--- src/rtl/uart_rx.sv ---
// uart_rx: MSB-first 8N1 serial receiver with ready/valid output; optional even parity via UART_RX_PARITY_EN
module uart_rx #(
  parameter int CLKS_PER_BIT = 16
) (
  input  logic       clk,
  input  logic       reset,
  input  logic       rx,
  input  logic       data_ready,
  output logic [7:0] data_out,
  output logic       data_valid,
  output logic       busy,
  output logic       frame_err,
  output logic       overrun,
  output logic       parity_err
);
  localparam int TW = $clog2(CLKS_PER_BIT);
`ifdef UART_RX_PARITY_EN
  typedef enum logic [2:0] {IDLE, START, DATA, PARITY, STOP} state_t;
`else
  typedef enum logic [2:0] {IDLE, START, DATA, STOP} state_t;
`endif
  state_t state, state_n;
  logic rx_m, rx_s, rx_p;
  logic [TW-1:0] timer;
  logic [2:0] bit_cnt;
  logic [7:0] shift;
  logic half_tick, bit_tick, fall, accept, hold, clr;
  assign half_tick = timer == TW'(CLKS_PER_BIT / 2 - 1);
  assign bit_tick  = timer == TW'(CLKS_PER_BIT - 1);
  assign fall      = rx_p & ~rx_s;
  assign accept    = state == STOP && bit_tick && rx_s;
  assign hold      = data_valid & ~data_ready;
  assign busy      = state != IDLE;
  assign clr       = state == IDLE || state_n != state || bit_tick;
  // two-flop synchronizer plus previous sample for falling-edge detection
  always_ff @(posedge clk or posedge reset)
    if (reset) {rx_m, rx_s, rx_p} <= 3'b111;
    else {rx_m, rx_s, rx_p} <= {rx, rx_m, rx_s};
  // state register
  always_ff @(posedge clk or posedge reset)
    if (reset) state <= IDLE;
    else state <= state_n;
  // next-state: start sampled mid-bit, data/parity/stop one bit period apart
  always_comb begin
    state_n = state;
    case (state)
      IDLE:   state_n = fall ? START : IDLE;
      START:  state_n = half_tick ? (rx_s ? IDLE : DATA) : START;
`ifdef UART_RX_PARITY_EN
      DATA:   state_n = (bit_tick && bit_cnt == 3'd7) ? PARITY : DATA;
      PARITY: state_n = bit_tick ? ((rx_s == ^shift) ? STOP : IDLE) : PARITY;
`else
      DATA:   state_n = (bit_tick && bit_cnt == 3'd7) ? STOP : DATA;
`endif
      STOP:   state_n = bit_tick ? IDLE : STOP;
      default: state_n = IDLE;
    endcase
  end
  // bit timer, bit counter and shift register
  always_ff @(posedge clk or posedge reset)
    if (reset) begin
      timer   <= '0;
      bit_cnt <= '0;
      shift   <= '0;
    end else begin
      timer   <= clr ? '0 : timer + 1'b1;
      bit_cnt <= state == IDLE ? 3'd0 : (state == DATA && bit_tick) ? bit_cnt + 3'd1 : bit_cnt;
      shift   <= (state == DATA && bit_tick) ? {shift[6:0], rx_s} : shift;
    end
  // output byte handshake and one-cycle error pulses
  always_ff @(posedge clk or posedge reset)
    if (reset) begin
      data_out   <= '0;
      data_valid <= 1'b0;
      frame_err  <= 1'b0;
      overrun    <= 1'b0;
    end else begin
      frame_err  <= state == STOP && bit_tick && !rx_s;
      overrun    <= accept && hold;
      data_out   <= (accept && !hold) ? shift : data_out;
      data_valid <= (accept && !hold) ? 1'b1 : (data_valid && data_ready) ? 1'b0 : data_valid;
    end
`ifdef UART_RX_PARITY_EN
  // even-parity mismatch pulse
  always_ff @(posedge clk or posedge reset)
    if (reset) parity_err <= 1'b0;
    else parity_err <= state == PARITY && bit_tick && rx_s != ^shift;
`else
  assign parity_err = 1'b0;
`endif
endmodule

--- config.mk ---
export PLATFORM = sky130hd
export DESIGN_NAME = uart_rx
export DESIGN_NICKNAME = d
export VERILOG_FILES = /design/src/rtl/uart_rx.sv
export SDC_FILE = /design/constraint.sdc
export NUM_CORES = 1
export LEC_CHECK = 0
export ABC_AREA = 1
export ABC_CLOCK_PERIOD_IN_PS = 3000
export CORE_MARGIN = 2
export CORE_UTILIZATION = 48
export DETAILED_ROUTE_END_ITERATION = 10
export PLACE_DENSITY = 0.73
export SETUP_SLACK_MARGIN = 0.4
export SLEW_MARGIN = 20
export SYNTH_ARGS = -nofsm -noshare
export SYNTH_HDL_FRONTEND = slang
export SYNTH_SLANG_ARGS = --single-unit
--- constraint.sdc ---
create_clock -name clk -period 3 [get_ports clk]
set_clock_uncertainty 0.2 [all_clocks]
set_input_delay 0.45 -clock clk [delete_from_list [all_inputs] [get_ports clk]]
set_output_delay 0.45 -clock clk [all_outputs]
set_load 0.01 [all_outputs]
After elaboration in Yosys (flattened, before gate mapping) --
Cells that the tools add are included. Widths: inputs -> output; s select.
Word-level totals: bits in registers 32, input port bits 4, output and inout port bits 13, logic and storage cells 51
Cells by class: add/subtract/negate cells 2, equality and inequality tests 7, muxes and demuxes 11, bitwise gates (word level) 4, reductions and logical operators 16
Operators with widths (number):
- $logic_and 1x1->1 | 8
- $pmux 2 s4 | 1
- $eq 3x2->1 const B | 2
- $mux 2 | 3
- $mux 3 | 2
- $add 4x1->4 const B | 1
- $eq 4x3->1 const B | 1
- $eq 4x4->1 const B | 1
- $mux 1 | 4
- $mux 4 | 1
- $reduce_bool 2->1 | 2
- $add 3x1->3 const B | 1
- $eq 3x1->1 const B | 1
- $eq 3x3->1 const B | 1
- $logic_not 3->1 | 1
- $ne 3x3->1 | 1
- $reduce_bool 3->1 | 1
- $and 1x1->1 | 2
- $logic_not 1->1 | 2
- $logic_or 1x1->1 | 2
- $not 1->1 | 2

Longest topological paths before layout --
Gate-level depths: netlist of run 1.
word-level depth 8, mapped depth 9, mapped depth without buffers 8

Least setup slack after synthesis of run 1 --
Ideal clock, no wire load.
kind reg-to-reg, start point register timer[0], end point register data_out[0], setup time 118 ps, arrival 1258 ps, data required time 2682 ps, path slack 1424 ps, stages on the path, launching flop included 10, path buffers 1, period minus slack after synthesis 1576 ps, path through dfrtp_1 -> ha_1 -> nand2_2 -> nor2_4 -> nand3_2 -> nor2_2 -> inv_2 -> buf_6 -> nand2_2 -> o21ai_2
On the way: word-level cells in the longest chain between the ends 4
RTL lines:
- start: declaration | RTL line 24 | logic [TW-1:0] timer;
- start signal: assignment | RTL line 66 | timer <= clr ? '0 : timer + 1'b1;
- $eq 4x4->1 | RTL line 29 | assign bit_tick = timer == TW'(CLKS_PER_BIT - 1);
- $logic_and 1x1->1 (2 in a row) | RTL line 31 | assign accept = state == STOP && bit_tick && rx_s;
- $logic_and 1x1->1 | RTL line 80 | data_out <= (accept && !hold) ? shift : data_out;
- end signal: assignment | RTL line 80
- end: declaration | RTL line 9 | output logic [7:0] data_out,
Every way passes these cells. A chain may end at the register's enable or synchronous reset.

Worst setup path after layout of run 1 --
start point register state[0], end point output busy
On the way: word-level cells in the longest chain between the ends 1
RTL lines:
- start: declaration | RTL line 22 | state_t state, state_n;
- start signal: assignment | RTL line 42 | else state <= state_n;
- $reduce_bool 3->1 | RTL line 33 | assign busy = state != IDLE;
- end: declaration | RTL line 11 | output logic busy,
Every way passes these cells.

==> flow_summary.json, run 1 <==
{
  "hpwl_mm": 1.43,
  "syn_nets": 141,
  "grt_pass1_wl_mm": 3.63,
  "synth_top_area_share_pct": 53.7,
  "grt_usage_pct": 15.1,
  "post_synth_xor_area_fraction_pct": 1.34,
  "synth.top_cells.by_area": "dfrtp_1 54%, nand2_1 8.3%, dfstp_2 6.0%, inv_1 5.2%, o21ai_2 4.7%",
  "dieWidth_um": 56.1,
  "cts_tree": "done",
  "cts_root_buf": "clkbuf_4",
  "grt_pass1_vias": 858,
  "synth_edf_count": 0,
  "required_ns": 2.35,
  "synth_top_cells_by_count": "29 x nand2_1, 28 x dfrtp_1, 18 x inv_1",
  "coreArea_mm2": 0.00252,
  "place_inst": 177,
  "end_kind": "primary output",
  "area_growth_syn_to_layout_pct": 17.0,
  "synth_most_common_cell": "nand2_1",
  "clock_sinks": 31,
  "dr.pass1.iters": 4,
  "antenna_found_initial": 0,
  "totalWireLength_mm": 2.01,
  "vias": 887,
  "syn_area_mm2": 0.00130,
  "powerDensity_mw_per_mm2": 555,
  "synth_compound_area_share_pct": 8.16,
  "status": "finished, final reports clean",
  "rows": 18,
  "drcViolationCount": 0,
  "finalCritPeriodShare_pct": 72.5,
  "ir_worst_vdd_mv": 0.347,
  "synth_flop_cell": "dfrtp_1",
  "gr-total-overflow": 0,
  "place_congestion": 0.724,
  "antenna_cells": 0,
  "setup_slack_ns": 0.825,
  "r2r_slack_ns": 1.32,
  "post_cts_buffers": 0,
  "pre_cts_slack_ns": 1.18,
  "synth_top_family_by_area": "simple AND/OR/NAND/NOR gates",
  "yosysSeqAreaShare_pct": 59.8,
  "ys_ff_latch": 31,
  "hold_class": "flip-flop to flip-flop",
  "final-setup-viol-count": 0,
  "ant_nets": 0,
  "start_util_pct": 51.7,
  "finalSetupTns_ns": 0,
  "fin_crit_ns": 2.18,
  "drive_gt1_share_pct": 16.1,
  "hold_buffers": 0,
  "port_buffers": 15,
  "finalHoldViolations": 0,
  "yosys.area.top_type": "dfrtp_1",
  "ioPinCount": 17,
  "viasPerCell": 4.79,
  "rsz0062_at_grt": "no",
  "grt_max_degree": 32,
  "avgSynthCellArea_um2": 9.73,
  "synth.distinct_cells": 22,
  "fin_cells": 185,
  "cap_violations": 0,
  "crit_path_max_fanout": 6,
  "worstSkewPairLatency_ns": 0.32,
  "routedWlPerCell_um": 10.9,
  "cts_resized": 0,
  "synth-simple-area-share_pct": 20.2,
  "cp_data_arrival_time_ns": 1.53,
  "max_clock_freq_mhz": 460,
  "crit_type": "flip-flop to primary output",
  "startpoint_type": "flip-flop",
  "slew_viol_final": 0,
  "die_area_mm2": 0.00315,
  "cts_buffers": 5,
  "dieHeight_um": 56.1,
  "p_leak_nw": 0.734,
  "muxShareOfSynthArea_pct": 0,
  "async_flop_share_pct": 100,
  "htreeDepth": 2,
  "fill_cells": 224,
  "synthCells": 134,
  "cts_buffer_depth": 2,
  "path_clk_slew_ns": 0.08,
  "synth-adder-area-share_pct": 2.88,
  "final_nets": 161,
  "drt_iter0_drc": 12,
  "yosysWarnings": 0
}
-- report_power, final --
group	total [mW]	switching, mW	internal, mW
logic	0.146	0.0844	0.0620
registers	0.478	0.0281	0.450
clock network	0.222	0.131	0.0912
total	0.847	0.243	0.603
-- stage by stage --
stage | hold WS (ns) | power [mW] | area [µm²] | utilization, %
after floorplan | 0.145 | 0.583 | 1300 | -
after global placement | 0.146 | 0.625 | 1480 | 58.5
after detailed placement | 0.152 | 0.635 | 1480 | 58.5
after CTS | 0.165 | 0.861 | 1530 | 60.5
after global routing | 0.166 | 0.902 | 1530 | 60.5
final | 0.161 | 0.847 | 1530 | 60.5
-- layout make-up --
cell class	instances	area (µm²)	area share (%)
repair buffers	16	158	10.3
clock buffers	7	45.0	2.95
flip-flops and latches	31	779	51.1
well taps	30	37.5	2.46
multi-input cells	81	429	28.1
inverters	19	71.3	4.68
clock inverters	1	5.00	0.328
-- worst paths after layout --
| path | startpoint | endpoint | cells after the start |
|---|---|---|---|
| max | state[0] | busy | 3 |
| min | rx_m | rx_s | 0 |
| max reg2reg | timer[0] | data_out[4] | 8 |
| min reg2reg | rx_m | rx_s | 0 |
| max in group asynchronous | reset | rx_m | 3 |
| min in group asynchronous | reset | data_out[6] | 3 |
-- logic make-up after synthesis --
kind of cell,count (synthesis)
other,1
xor gates and xnor gates,2
DFF,31
and+or+nand+nor,59
AOI/OAI and AO/OA,16
buffers and inverters,22
adders and majority gates,3
-- state kept, by name, summed over array words and instances (netlist names) --
name / cells
data_valid: 1
rx_p: 1
rx_m: 1
bit_cnt: 3
frame_err: 1
data_out: 8
timer: 4
shift: 8
state: 2
overrun: 1
rx_s: 1
-- layer usage --
metal / GRT usage, % / up-vias / share of wire (%)
met5: 0 / - / 0
li1: - / 453 / -
met2: 24.7 / 17 / 47
met1: 17.0 / 412 / 45
met4: 5.10 / 0 / 1.8
met3: 7.91 / 5 / 6.0
-- layout by cell type, fill, tap and decap left out, drive strengths merged --
cell           instances
nand2                 33
dfrtp                 28
inv                   19
o21ai                 16
clkdlybuf4s50         15
nor2                  13
nand3                 10
clkbuf                 7
ha                     3
dfstp                  3
nor3                   2
xnor2                  1
nand4                  1
xor2                   1
conb                   1
clkinv                 1
buf                    1
-- worst max-delay path: stages, from the launching register on --
cell and delay (ns):
dfrtp_1 0.44, nor2_1 0.08, inv_1 0.13, clkdlybuf4s50_1 0.56
(Power assumes the default switching activity.)
==> run 2: changes to the inputs <==
Settings changed: ABC_CLOCK_PERIOD_IN_PS 3000 to 2100.
Clock period 3 ns to 2.1 ns, I/O delays scaled along.
==> flow_summary.json, run 2 (synthesized netlist as in run 1, its figures left out) <==
{
  "vias": 920,
  "p_leak_nw": 0.834,
  "power_frac_clock_pct": 33.6,
  "worstPathCellList": "nor2_2 > inv_2 > clkdlybuf4s15_1",
  "viasPerCell": 4.92,
  "p_switching_mw": 0.374,
  "slew_viol_final": 0,
  "place_congestion": 0.732,
  "cts_buffers": 5,
  "ant_nets": 0,
  "path_clk_slew_ns": 0.10,
  "rows": 18,
  "drt_iter0_drc": 32,
  "final-setup-viol-count": 0,
  "grt_pass1_wl_mm": 3.59,
  "cp_data_arrival_time_ns": 1.17,
  "cts_buffer_depth": 2,
  "coreArea_mm2": 0.00252,
  "dr.pass1.iters": 4,
  "dieWidth_um": 56.1,
  "ir_worst_vdd_mv": 1.07,
  "status": "finished, final reports clean",
  "port_buffers": 15,
  "cp_slowest_stage_delay_ns": 0.40,
  "finalHoldViolations": 0,
  "rsz0062_at_grt": "yes",
  "fill_cells": 218,
  "dieHeight_um": 56.1,
  "fin_crit_ns": 1.68,
  "routedWlPerCell_um": 11.4,
  "die_area_mm2": 0.00315,
  "crit_cells": 3,
  "fin_cells": 187,
  "htreeDepth": 2,
  "hold_class": "input port to async pin",
  "ioPinCount": 17,
  "grt_max_degree": 32,
  "p_sw_share_pct": 26.6,
  "power_frac_seq_pct": 48.6,
  "powerDensity_mw_per_mm2": 881,
  "antenna_cells": 0,
  "layout_common_cells": "29 x nand2_1, 28 x dfrtp_1, 17 x inv_1",
  "cts_tree": "done",
  "clock_sinks": 31,
  "startpoint_type": "flip-flop",
  "finalCritPeriodShare_pct": 80.1,
  "area_growth_syn_to_layout_pct": 22.6,
  "totalWireLength_mm": 2.14,
  "cpLargestDelayFamily": "flip-flops",
  "end_kind": "primary output",
  "required_ns": 1.58,
  "cap_violations": 0,
  "layout_commonest_cell": "nand2_1",
  "start_util_pct": 51.7,
  "crit_type": "flip-flop to primary output",
  "drive_gt1_share_pct": 20.4,
  "internal_power_mw": 1.03,
  "grt_usage_pct": 15.1,
  "hpwl_mm": 1.42,
  "power_frac_comb_pct": 17.8,
  "final_nets": 163,
  "crit_path_max_fanout": 5,
  "gr-total-overflow": 0,
  "finalSetupTns_ns": 0,
  "worstSkewPairLatency_ns": 0.32,
  "crit_buf_inv": 2,
  "place_inst": 177,
  "antenna_found_initial": 0,
  "reg.largest.list": "data_out (8), shift (8), timer (4)",
  "grt_pass1_vias": 860,
  "crit_path_top_delay_cell": "dfrtp_1",
  "hold_buffers": 0,
  "max_clock_freq_mhz": 595,
  "cts_root_buf": "clkbuf_4",
  "rr_worst_depth": 8,
  "drcViolationCount": 0
}
[run 2: path summary, 6_finish.rpt]
| kind | from | to | slack (ns) |
|---|---|---|---|
| hold / removal | reset | data_out[5] | 0.15 |
| max in group asynchronous | reset | rx_m | 1.22 |
| setup reg to reg | timer[0] | data_out[2] | 0.47 |
| hold reg to reg | rx_m | rx_s | 0.16 |
| setup / recovery | state[0] | busy | 0.42 |
| min in group clk | rx_m | rx_s | 0.16 |
[run 2: final cells by class]
class	count	area, µm²	share of cell area, %
Tap cell	30	37.5	2.35
Timing Repair Buffer	18	166	10.4
Clock buffer	6	51.3	3.21
Clock inverter	2	35.0	2.19
Multi-Input combinational cell	81	454	28.4
Inverter	19	73.8	4.62
Sequential cell	31	779	48.8
[run 2: worst register-to-register path, cell delays in order (launching register included)]
cell and delay, ns:
dfrtp_1 0.43, ha_4 0.19, nand2_2 0.06, nor2_4 0.15, nand3_2 0.13, nor2_4 0.14, inv_4 0.10, nand2_1 0.09
o21ai_2 0.05
[run 2: power groups by stage]
stage / sequential, mW / clock [mW] / combinational, mW
floorplan: 0.689 / 0 / 0.143
global placement: 0.690 / 0 / 0.203
detailed placement: 0.694 / 0 / 0.209
CTS: 0.672 / 0.486 / 0.226
global route: 0.689 / 0.513 / 0.284
finish: 0.685 / 0.473 / 0.250
[run 2: layer usage]
layer / vias up / GRT usage (%) / share of wire [%]
li1: 464 / - / -
met1: 435 / 18.8 / 43
met2: 19 / 22.7 / 51
met3: 2 / 6.98 / 4.4
met4: 0 / 6.12 / 0.84
met5: - / 0 / 0
[run 2: metrics by stage]
step	utilization [%]	instance area (µm²)	hold slack, ns	total power, mW	setup WS, ns
final	63.3	1600	0.154	1.41	0.419
after global routing	63.3	1600	0.167	1.49	0.360
after CTS	62.0	1560	0.156	1.38	0.313
after detailed placement	58.5	1480	0.151	0.904	0.406
after global placement	58.5	1480	0.147	0.893	0.428
after floorplan	-	1300	0.119	0.832	0.524
[run 2: what timing repair did]
action | CTS | global route
pin swaps | 0 | 1
cloned | 0 | 0
endpoints found under the hold margin | 0 | 0
gates resized for setup | 10 | 11
buffers inserted | 2 | 0
setup endpoints to repair | 10 | 23
==> run 3: changes to the inputs <==
Settings changed: ABC_CLOCK_PERIOD_IN_PS 2100 to 1700.
Clock period 2.1 ns to 1.7 ns, I/O delays scaled along.
==> flow_summary.json, run 3 (synthesized netlist as in run 1, its figures left out) <==
{
  "status": "finished, final reports clean",
  "rr_worst_depth": 8,
  "clock_sinks": 31,
  "grt_use_met3_pct": 7.21,
  "dieHeight_um": 56.1,
  "slew_viol_final": 0,
  "routedWlPerCell_um": 14.7,
  "crit_type": "flip-flop to flip-flop",
  "hold_buffers": 0,
  "fin_crit_ns": 1.60,
  "r2r_slack_ns": 0.1,
  "power_frac_seq_pct": 42.3,
  "rsz0062_at_grt": "yes",
  "vias": 1126,
  "power_mw": 2.01,
  "grt_pass1_vias": 1078,
  "p_sw_share_pct": 29.6,
  "grtUsageMet2_pct": 32.9,
  "r2r-start": "timer[1]",
  "cts_buffers": 5,
  "busiest_layer": "met2",
  "start_util_pct": 51.7,
  "startpoint_type": "flip-flop",
  "startpoint": "timer[1]",
  "setup_slack_ns": 0.0976,
  "powerDensity_mw_per_mm2": 1040,
  "fin_cells": 219,
  "internal_power_mw": 1.41,
  "cap_violations": 0,
  "place_inst": 178,
  "power_frac_clock_pct": 30.1,
  "path_clk_slew_ns": 0.10,
  "coreArea_mm2": 0.00252,
  "final_nets": 195,
  "end_kind": "flip-flop",
  "grt_max_degree": 32,
  "reg.largest.list": "data_out (8), shift (8), timer (4)",
  "p_switching_mw": 0.593,
  "drt_iter0_drc": 45,
  "cp_data_arrival_time_ns": 1.63,
  "r2r-end": "data_out[6]",
  "required_ns": 1.73,
  "ir_worst_vdd_mv": 1.14,
  "finalCritPeriodShare_pct": 94.3,
  "finalSetupTns_ns": 0,
  "antenna_found_initial": 0,
  "gr-total-overflow": 0,
  "die_area_mm2": 0.00315,
  "ioPinCount": 17,
  "grt_pass1_wl_mm": 4.56,
  "final-setup-viol-count": 0,
  "hpwl_mm": 1.48,
  "p_leak_nw": 0.963,
  "rows": 18,
  "cts_root_buf": "clkbuf_4",
  "layout_commonest_cell": "buf_4",
  "dieWidth_um": 56.1,
  "ant_nets": 0,
  "pre_cts_slack_ns": 0.0739,
  "grt_usage_pct": 18.9,
  "antenna_cells": 0,
  "power_frac_comb_pct": 27.7,
  "drcViolationCount": 0,
  "cts_buffer_depth": 2,
  "met1_usage_pct": 20.8,
  "viasPerCell": 5.14,
  "worstSkewPairLatency_ns": 0.34,
  "htreeDepth": 2,
  "port_buffers": 15,
  "place_congestion": 0.795,
  "crit_path_max_fanout": 15,
  "layout_common_cells": "28 x buf_4, 27 x dfrtp_1, 23 x nand2_1",
  "drive_gt1_share_pct": 49.2,
  "cts_tree": "done",
  "totalWireLength_mm": 3.23,
  "finalHoldViolations": 0,
  "dr.pass1.iters": 4,
  "hold_class": "input port to async pin",
  "area_growth_syn_to_layout_pct": 48.0,
  "max_clock_freq_mhz": 624
}
-- run 3: metal layers --
metal / up-vias / share of wire [%]
li1: 529 / -
met1: 550 / 40
met2: 39 / 52
met3: 8 / 5.8
met4: 0 / 1.9
met5: - / 0
-- run 3: critical path: stages, from the launching register on --
cell     delay [ns]
dfrtp_1        0.42
ha_4           0.18
nand2_4        0.05
nor2_4         0.11
nand3_2        0.12
nor2_4         0.16
inv_6          0.09
nand2_1        0.10
o21ai_2        0.08
-- run 3: layout make-up --
cell class,instances,area [µm²]
clock buffers,6,51.3
clock inverters,2,35.0
fillers,179,593
inverters,19,78.8
multi-input cells,84,583
flip-flops and latches,31,781
well taps,30,37.5
repair buffers,47,363
-- run 3: what timing repair did --
| item | 4_1_cts | 5_1_grt |
|---|---|---|
| setup endpoints to repair | 35 | 39 |
| pin swaps | 7 | 9 |
| cloned | 3 | 0 |
| resized for setup | 65 | 20 |
| buffers inserted | 23 | 7 |
-- run 3: stage by stage --
| step | instance area (µm²) | hold WS, ns | util (%) |
|---|---|---|---|
| 2_1_floorplan | 1320 | 0.0595 | - |
| 3_3_place_gp | 1510 | 0.148 | 59.9 |
| 3_5_place_dp | 1510 | 0.150 | 59.9 |
| 4_1_cts | 1820 | 0.0341 | 72.0 |
| 5_1_grt | 1930 | 0.0613 | 76.5 |
| 6_report | 1930 | 0.0372 | 76.5 |
-- run 3: power groups by stage --
stage	Clock, mW	Combinational [mW]	Sequential [mW]
final	0.603	0.555	0.848
after global routing	0.648	0.601	0.853
after CTS	0.618	0.433	0.841
after detailed placement	0	0.293	0.866
after global placement	0	0.287	0.863
after floorplan	0	0.186	0.860
-- run 3: worst max path at each step --
stage	endpoint	slack (ns)	cells past startpoint
floorplan	data_out[0]	0.18	9
global placement	data_out[6]	0.11	6
detailed placement	data_out[3]	0.07	6
CTS	data_out[3]	0.14	8
global route	data_out[6]	0.03	8
finish	data_out[6]	0.1	8
